===== src/rtl/vga_timing.sv =====
// rtl/vga_timing.sv - VGA raster timing generator with pixel divider and programmable sync/enable delay
module vga_timing #(
    parameter int H_ACTIVE = 640,
    parameter int H_FP     = 16,
    parameter int H_SYNC   = 96,
    parameter int H_BP     = 48,
    parameter int V_ACTIVE = 480,
    parameter int V_FP     = 10,
    parameter int V_SYNC   = 2,
    parameter int V_BP     = 33,
    parameter int HS_POL   = 0,
    parameter int VS_POL   = 0,
    parameter int CLKDIV   = 2,
    parameter int PIPE     = 2
) (
    input  logic        clk_i,
    input  logic        rst_i,
    input  logic        en_i,
    output logic [15:0] x,
    output logic [15:0] y,
    output logic        pix_en_o,
    output logic        hsync_o,
    output logic        vsync_o,
    output logic        de_o,
    output logic        sol_o,
    output logic        sof_o,
    output logic [15:0] frame_o
);

    localparam int H_TOTAL = H_ACTIVE + H_FP + H_SYNC + H_BP;
    localparam int V_TOTAL = V_ACTIVE + V_FP + V_SYNC + V_BP;

    localparam logic [15:0] H_LAST   = 16'(H_TOTAL - 1);
    localparam logic [15:0] V_LAST   = 16'(V_TOTAL - 1);
    localparam logic [15:0] H_VIS    = 16'(H_ACTIVE);
    localparam logic [15:0] V_VIS    = 16'(V_ACTIVE);
    localparam logic [15:0] HS_START = 16'(H_ACTIVE + H_FP);
    localparam logic [15:0] HS_END   = 16'(H_ACTIVE + H_FP + H_SYNC);
    localparam logic [15:0] VS_START = 16'(V_ACTIVE + V_FP);
    localparam logic [15:0] VS_END   = 16'(V_ACTIVE + V_FP + V_SYNC);
    localparam logic [15:0] DIV_LAST = 16'(CLKDIV - 1);
    localparam logic        HS_ON    = 1'(HS_POL);
    localparam logic        VS_ON    = 1'(VS_POL);

    logic [15:0] div;
    logic [15:0] x_nxt;
    logic [15:0] y_nxt;
    logic        line_wrap;
    logic        frame_wrap;
    logic        hs_nxt;
    logic        vs_nxt;
    logic        de_nxt;

    // Stage 0 holds the raw terms of the position just loaded into x/y; each
    // further stage is one pixel strobe older. Bit order is {hs, vs, de}.
    logic [2:0]  dl [PIPE+1];

    always_comb begin
        line_wrap  = (x == H_LAST);
        frame_wrap = line_wrap && (y == V_LAST);
        x_nxt      = line_wrap ? 16'd0 : x + 16'd1;
        y_nxt      = y;
        if (line_wrap) begin
            y_nxt = (y == V_LAST) ? 16'd0 : y + 16'd1;
        end
        hs_nxt = (x_nxt >= HS_START) && (x_nxt < HS_END);
        vs_nxt = (y_nxt >= VS_START) && (y_nxt < VS_END);
        de_nxt = (x_nxt < H_VIS) && (y_nxt < V_VIS);
    end

    always_ff @(posedge clk_i) begin
        if (!rst_i) begin
            div      <= 16'd0;
            x        <= 16'd0;
            y        <= 16'd0;
            frame_o  <= 16'd0;
            pix_en_o <= 1'b0;
            sol_o    <= 1'b0;
            sof_o    <= 1'b0;
            for (int i = 0; i <= PIPE; i++) begin
                dl[i] <= 3'b000;
            end
        end else if (en_i) begin
            div      <= (div == DIV_LAST) ? 16'd0 : div + 16'd1;
            pix_en_o <= (div == DIV_LAST);
            sol_o    <= pix_en_o && line_wrap;
            sof_o    <= pix_en_o && frame_wrap;
            if (pix_en_o) begin
                x     <= x_nxt;
                y     <= y_nxt;
                dl[0] <= {hs_nxt, vs_nxt, de_nxt};
                for (int i = 1; i <= PIPE; i++) begin
                    dl[i] <= dl[i-1];
                end
                if (frame_wrap) begin
                    frame_o <= frame_o + 16'd1;
                end
            end
        end else begin
            pix_en_o <= 1'b0;
            sol_o    <= 1'b0;
            sof_o    <= 1'b0;
        end
    end

    assign hsync_o = ~(dl[PIPE][2] ^ HS_ON);
    assign vsync_o = ~(dl[PIPE][1] ^ VS_ON);
    assign de_o    = dl[PIPE][0];

endmodule


===== config.mk =====
export PLATFORM = sky130hd
export DESIGN_NAME = vga_timing
export DESIGN_NICKNAME = d
export VERILOG_FILES = /design/src/rtl/vga_timing.sv
export SDC_FILE = /design/constraint.sdc
export NUM_CORES = 1
export LEC_CHECK = 0
export BUFFER_PORTS_ARGS = -buffer_cell sky130_fd_sc_hd__buf_2
export CORE_MARGIN = 3
export CORE_UTILIZATION = 45
export DETAILED_ROUTE_END_ITERATION = 16
export GPL_ROUTABILITY_DRIVEN = 0
export PLACE_DENSITY = 0.74
export SLEW_MARGIN = 15
export SYNTH_ARGS = -nofsm -noshare
export SYNTH_HDL_FRONTEND = slang
export SYNTH_SLANG_ARGS = --single-unit

===== constraint.sdc =====
create_clock -name clk_i -period 3.05 [get_ports clk_i]
set_clock_uncertainty 0.1 [all_clocks]
set_input_delay 0.7625 -clock clk_i [delete_from_list [all_inputs] [get_ports clk_i]]
set_output_delay 0.7625 -clock clk_i [all_outputs]
set_load 0.01 [all_outputs]

==> summary.txt <==
CTS
  • Skew-Pair Late Insertion Delay: 0.35 ns
  • TritonCTS clock tree: done
  • Maximum buffer depth of the clock tree: 2
  • Clock transition at the registers of the reported paths: 0.09 ns
  • Clk Tree Root Cell: sky130_fd_sc_hd__clkbuf_8
  • Hold_buf cts: 0
  • Number of H-tree branching levels: 3
  • Inserted Clock Buffers: 9
  • TritonCTS Sinks: 76

Final layout
  • Fraction of layout cells with a size suffix above 1: 0.1901
  • Sequential cell area: 0.001612 mm²
  • Final antenna diode count: 0
  • Nets@finish: 551
  • Area used by multi-input combinational logic: 0.002345 mm²
  • Area added between synthesis and finish: 16.26%
  • Fill cell total of the finished layout: 806
  • Post-route cell area: 0.004750 mm²

Detailed routing
  • Aggregate routed wire length: 10,360 µm
  • Average routed wire per standard cell: 15.82 µm
  • Drt pass-1 iters: 5
  • Vias post-DR: 3,904
  • Post-route DRC violation count: 0
  • Antenna violation net count after detailed routing: 0
  • Number of DRC markers after the initial detailed-route iteration: 447
  • Detail-routed via count per cell: 5.960

Timing
  • Setup repair after global routing missed its margin: false
  • Post-layout min period: 2.802 ns
  • Max Transition Viols Final: 0
  • Setup tns final: 0 ns
  • Worst setup margin: 0.2480 ns
  • Final worst path period share: 0.9187
  • Worst hold slack after final layout: 0.4232 ns
  • Worst-Margin Slew: 0.6930 ns
  • Highest clock rate: 356.9 MHz
  • Final Hold Violating Endpoints: 0
  • Relative slew slack: 0.5363
  • Total setup violations reported at the end of the flow: 0

Placed design
  • Placement Cell Area: 0.004501 mm²
  • Setup slack at placement: 0.1340 ns
  • Port Buffers: 56
  • Dpl hpwl: 7380 µm

Synthesis
  • Gate count of the mapped netlist: 484
  • Count of cell types in the netlist: 56
  • Flop and latch count out of synthesis: 76
  • Async S/R FF share, synth: 0
  • Avg Cell Area, Syn: 8.440 µm²
  • Number of enable-type register cells in the synthesized netlist: 9
  • Netlist area before placement: 0.004085 mm²
  • Count of warnings emitted by yosys: 0
  • Net count of the mapped netlist: 493
  • Synth Flop Type: sky130_fd_sc_hd__dfxtp_1
  • Sequential element share of the synthesized area: 0.3945

Floorplan
  • Die Area: 0.01026 mm²
  • Chip Height: 101.3 µm
  • Number of standard-cell rows in the floorplan: 34
  • Horiz. Die Dim: 101.3 µm
  • Number of top-level design ports: 57
  • Initial standard-cell utilization of the core: 0.4662
  • Placeable core area: 0.008763 mm²

Outcome
  • Status: finished, final reports clean

Global routing
  • Global Route met1 Usage: 0.3009
  • Grt peak-use layer: met1
  • Met2 Use GR: 0.2963
  • Maximum number of pins on one net before global-route repair: 21
  • Vias in the first global route: 3,521
  • First-pass GRT wire length: 17,120 µm
  • Remaining Overflow, GRT: 0
  • Antenna violations before repair: 0
  • Global-route met3 utilization: 0.03857
  • Global routing usage summed across all routing layers: 0.2067

Run
  • Max-cap check violation count: 0

Critical path
  • Slowest cell delay on critical path: 0.55 ns
  • Worst setup SP type: flip-flop
  • Signal arrival time at the worst endpoint: 2.86 ns
  • Bufs and invs on worst path: 1
  • Critical-path cell list: ha_2, nand4_1, nor4_4, buf_4, a31oi_1, or4_1, nor4_1
  • Kind of end point of the critical path: flip-flop
  • Crit Path Class: flip-flop to flip-flop
  • Top fanout value on the critical path: 8
  • Startpoint of the worst register-to-register path: x[1]
  • RR Endpoint: dl[0][1]
  • CP required: 3.10 ns
  • Reg2reg path depth: 7
  • Crit-path leading delay family: simple AND/OR/NAND/NOR gates
  • Setup slack on the worst flop-to-flop path: 0.25 ns
  • Slowest cell on crit path: sky130_fd_sc_hd__or4_1

Min path
  • Startpoint of the most critical hold path: div[15]
  • Endpoint with the worst hold slack: div[15]
  • Hold Path Class: flip-flop to flip-flop
  • Number of cells on the worst hold path: 2

Power and ir drop
  • Power density over the cells: 396.5 mW/mm²
  • Leak Pwr: 1.812 nW
  • Overall Power: 1.883 mW
  • Peak supply drop: 0.2043 mV
==> cells in the mapped netlist (3+ instances only) <==
master                     instances  area (µm²)
sky130_fd_sc_hd__a21oi_1          18       90.09
sky130_fd_sc_hd__xnor2_1          22       192.7
sky130_fd_sc_hd__nor3b_1           3       22.52
sky130_fd_sc_hd__nor4b_1           4       35.03
sky130_fd_sc_hd__inv_1            12       45.04
sky130_fd_sc_hd__and3_1           15       93.84
sky130_fd_sc_hd__nor3_1           16       80.08
sky130_fd_sc_hd__clkbuf_1         19       71.32
sky130_fd_sc_hd__nand3_1          26       130.1
sky130_fd_sc_hd__nor4_2            7       87.58
sky130_fd_sc_hd__nor4bb_1          3       30.03
sky130_fd_sc_hd__o41ai_1           3       26.28
sky130_fd_sc_hd__o21ai_0          23       115.1
sky130_fd_sc_hd__and2_1            3       18.77
sky130_fd_sc_hd__edfxtp_1          9       270.3
sky130_fd_sc_hd__and4_1            5       43.79
sky130_fd_sc_hd__o31ai_1           4       30.03
sky130_fd_sc_hd__nand4_1          21       131.4
sky130_fd_sc_hd__nor4_1           15       93.84
sky130_fd_sc_hd__buf_2             3       15.01
sky130_fd_sc_hd__dfxtp_1          67        1341
sky130_fd_sc_hd__a211oi_1          3       22.52
sky130_fd_sc_hd__mux2i_1           4       40.04
sky130_fd_sc_hd__xor2_1           26       227.7
sky130_fd_sc_hd__or3_1             8       50.05
sky130_fd_sc_hd__nor2_1           64       240.2
sky130_fd_sc_hd__ha_1              6       75.07
sky130_fd_sc_hd__a31oi_1           3       18.77
sky130_fd_sc_hd__nand2_1          39       146.4
==> cells in the final DEF (no fill, tap or decap), types with 15 or more instances in the layout <==
master,instances
sky130_fd_sc_hd__nor2_1,64
sky130_fd_sc_hd__o21ai_0,23
sky130_fd_sc_hd__nand2_1,39
sky130_fd_sc_hd__buf_2,56
sky130_fd_sc_hd__buf_4,16
sky130_fd_sc_hd__a21oi_1,18
sky130_fd_sc_hd__xor2_1,26
sky130_fd_sc_hd__nor3_1,15
sky130_fd_sc_hd__nand4_1,21
sky130_fd_sc_hd__xnor2_1,22
sky130_fd_sc_hd__nand3_1,26
sky130_fd_sc_hd__and3_1,15
sky130_fd_sc_hd__dfxtp_1,67
==> how the worst max path moves through the flow <==
stage	cells past startpoint	end	slack (ns)	from
after global routing	7	dl[0][0]	0.03	x[1]
after floorplan	7	dl[0][0]	0.28	x[11]
after CTS	7	dl[0][0]	0.08	x[1]
after detailed placement	7	dl[0][1]	0.13	x[1]
final	7	dl[0][1]	0.25	x[1]
after global placement	7	dl[0][0]	0.30	x[1]
==> through the flow <==
stage | util | std cells
after floorplan | - | 484
final | 0.5420 | 655
after detailed placement | 0.5136 | 638
after global routing | 0.5420 | 655
after global placement | 0.5136 | 638
after CTS | 0.5378 | 654
==> registers in the layout, summed over array words and instances, names as in the netlist <==
name      flops
div          16
pix_en_o      1
y            16
x            16
dl            9
frame_o      16
sol_o         1
sof_o         1
==> cells by family after synthesis <==
logic type	Yosys count	synth area share
XOR/XNOR	48	0.1029
adder cells (fa/ha/maj)	6	0.01838
flip-flops	76	0.3945
AND/OR/NAND/NOR	245	0.3320
buffers and inverters	37	0.03859
AO/OA/AOI/OAI	68	0.1038
multiplexers	4	0.009801
==> final cells by class <==
| type | count | share of cell area |
|---|---|---|
| clock buffer | 11 | 0.03214 |
| clock inverter | 5 | 0.01264 |
| inverter | 12 | 0.009484 |
| multi-input combinational | 371 | 0.4937 |
| sequential | 76 | 0.3393 |
| tap | 108 | 0.02845 |
| timing repair buffer | 72 | 0.08430 |
==> worst min-delay path: stages (launching register included) <==
cell and delay [ns]:
sky130_fd_sc_hd__dfxtp_1 0.35, sky130_fd_sc_hd__xor2_1 0.07, sky130_fd_sc_hd__nor2_1 0.07
==> where the power goes <==
group	switching, mW	internal (mW)	total (mW)
combinational	0.0374	0.0148	0.0523
clock	0.377	0.428	0.805
sequential	0.00701	1.02	1.03
==> repair_timing <==
item / CTS / global route
buffers inserted: 0 / 1
gates resized for setup: 0 / 5
endpoints found under the setup margin: 0 / 2
==> routing by layer <==
| metal | up-vias | wire (µm) | part of all wire |
|---|---|---|---|
| li1 | 1866 | - | - |
| met1 | 1826 | 4800 | 0.46 |
| met2 | 181 | 4403 | 0.43 |
| met3 | 31 | 846 | 0.082 |
| met4 | 0 | 310 | 0.030 |
| met5 | - | 0 | 0 |
(Power assumes the default switching activity.)
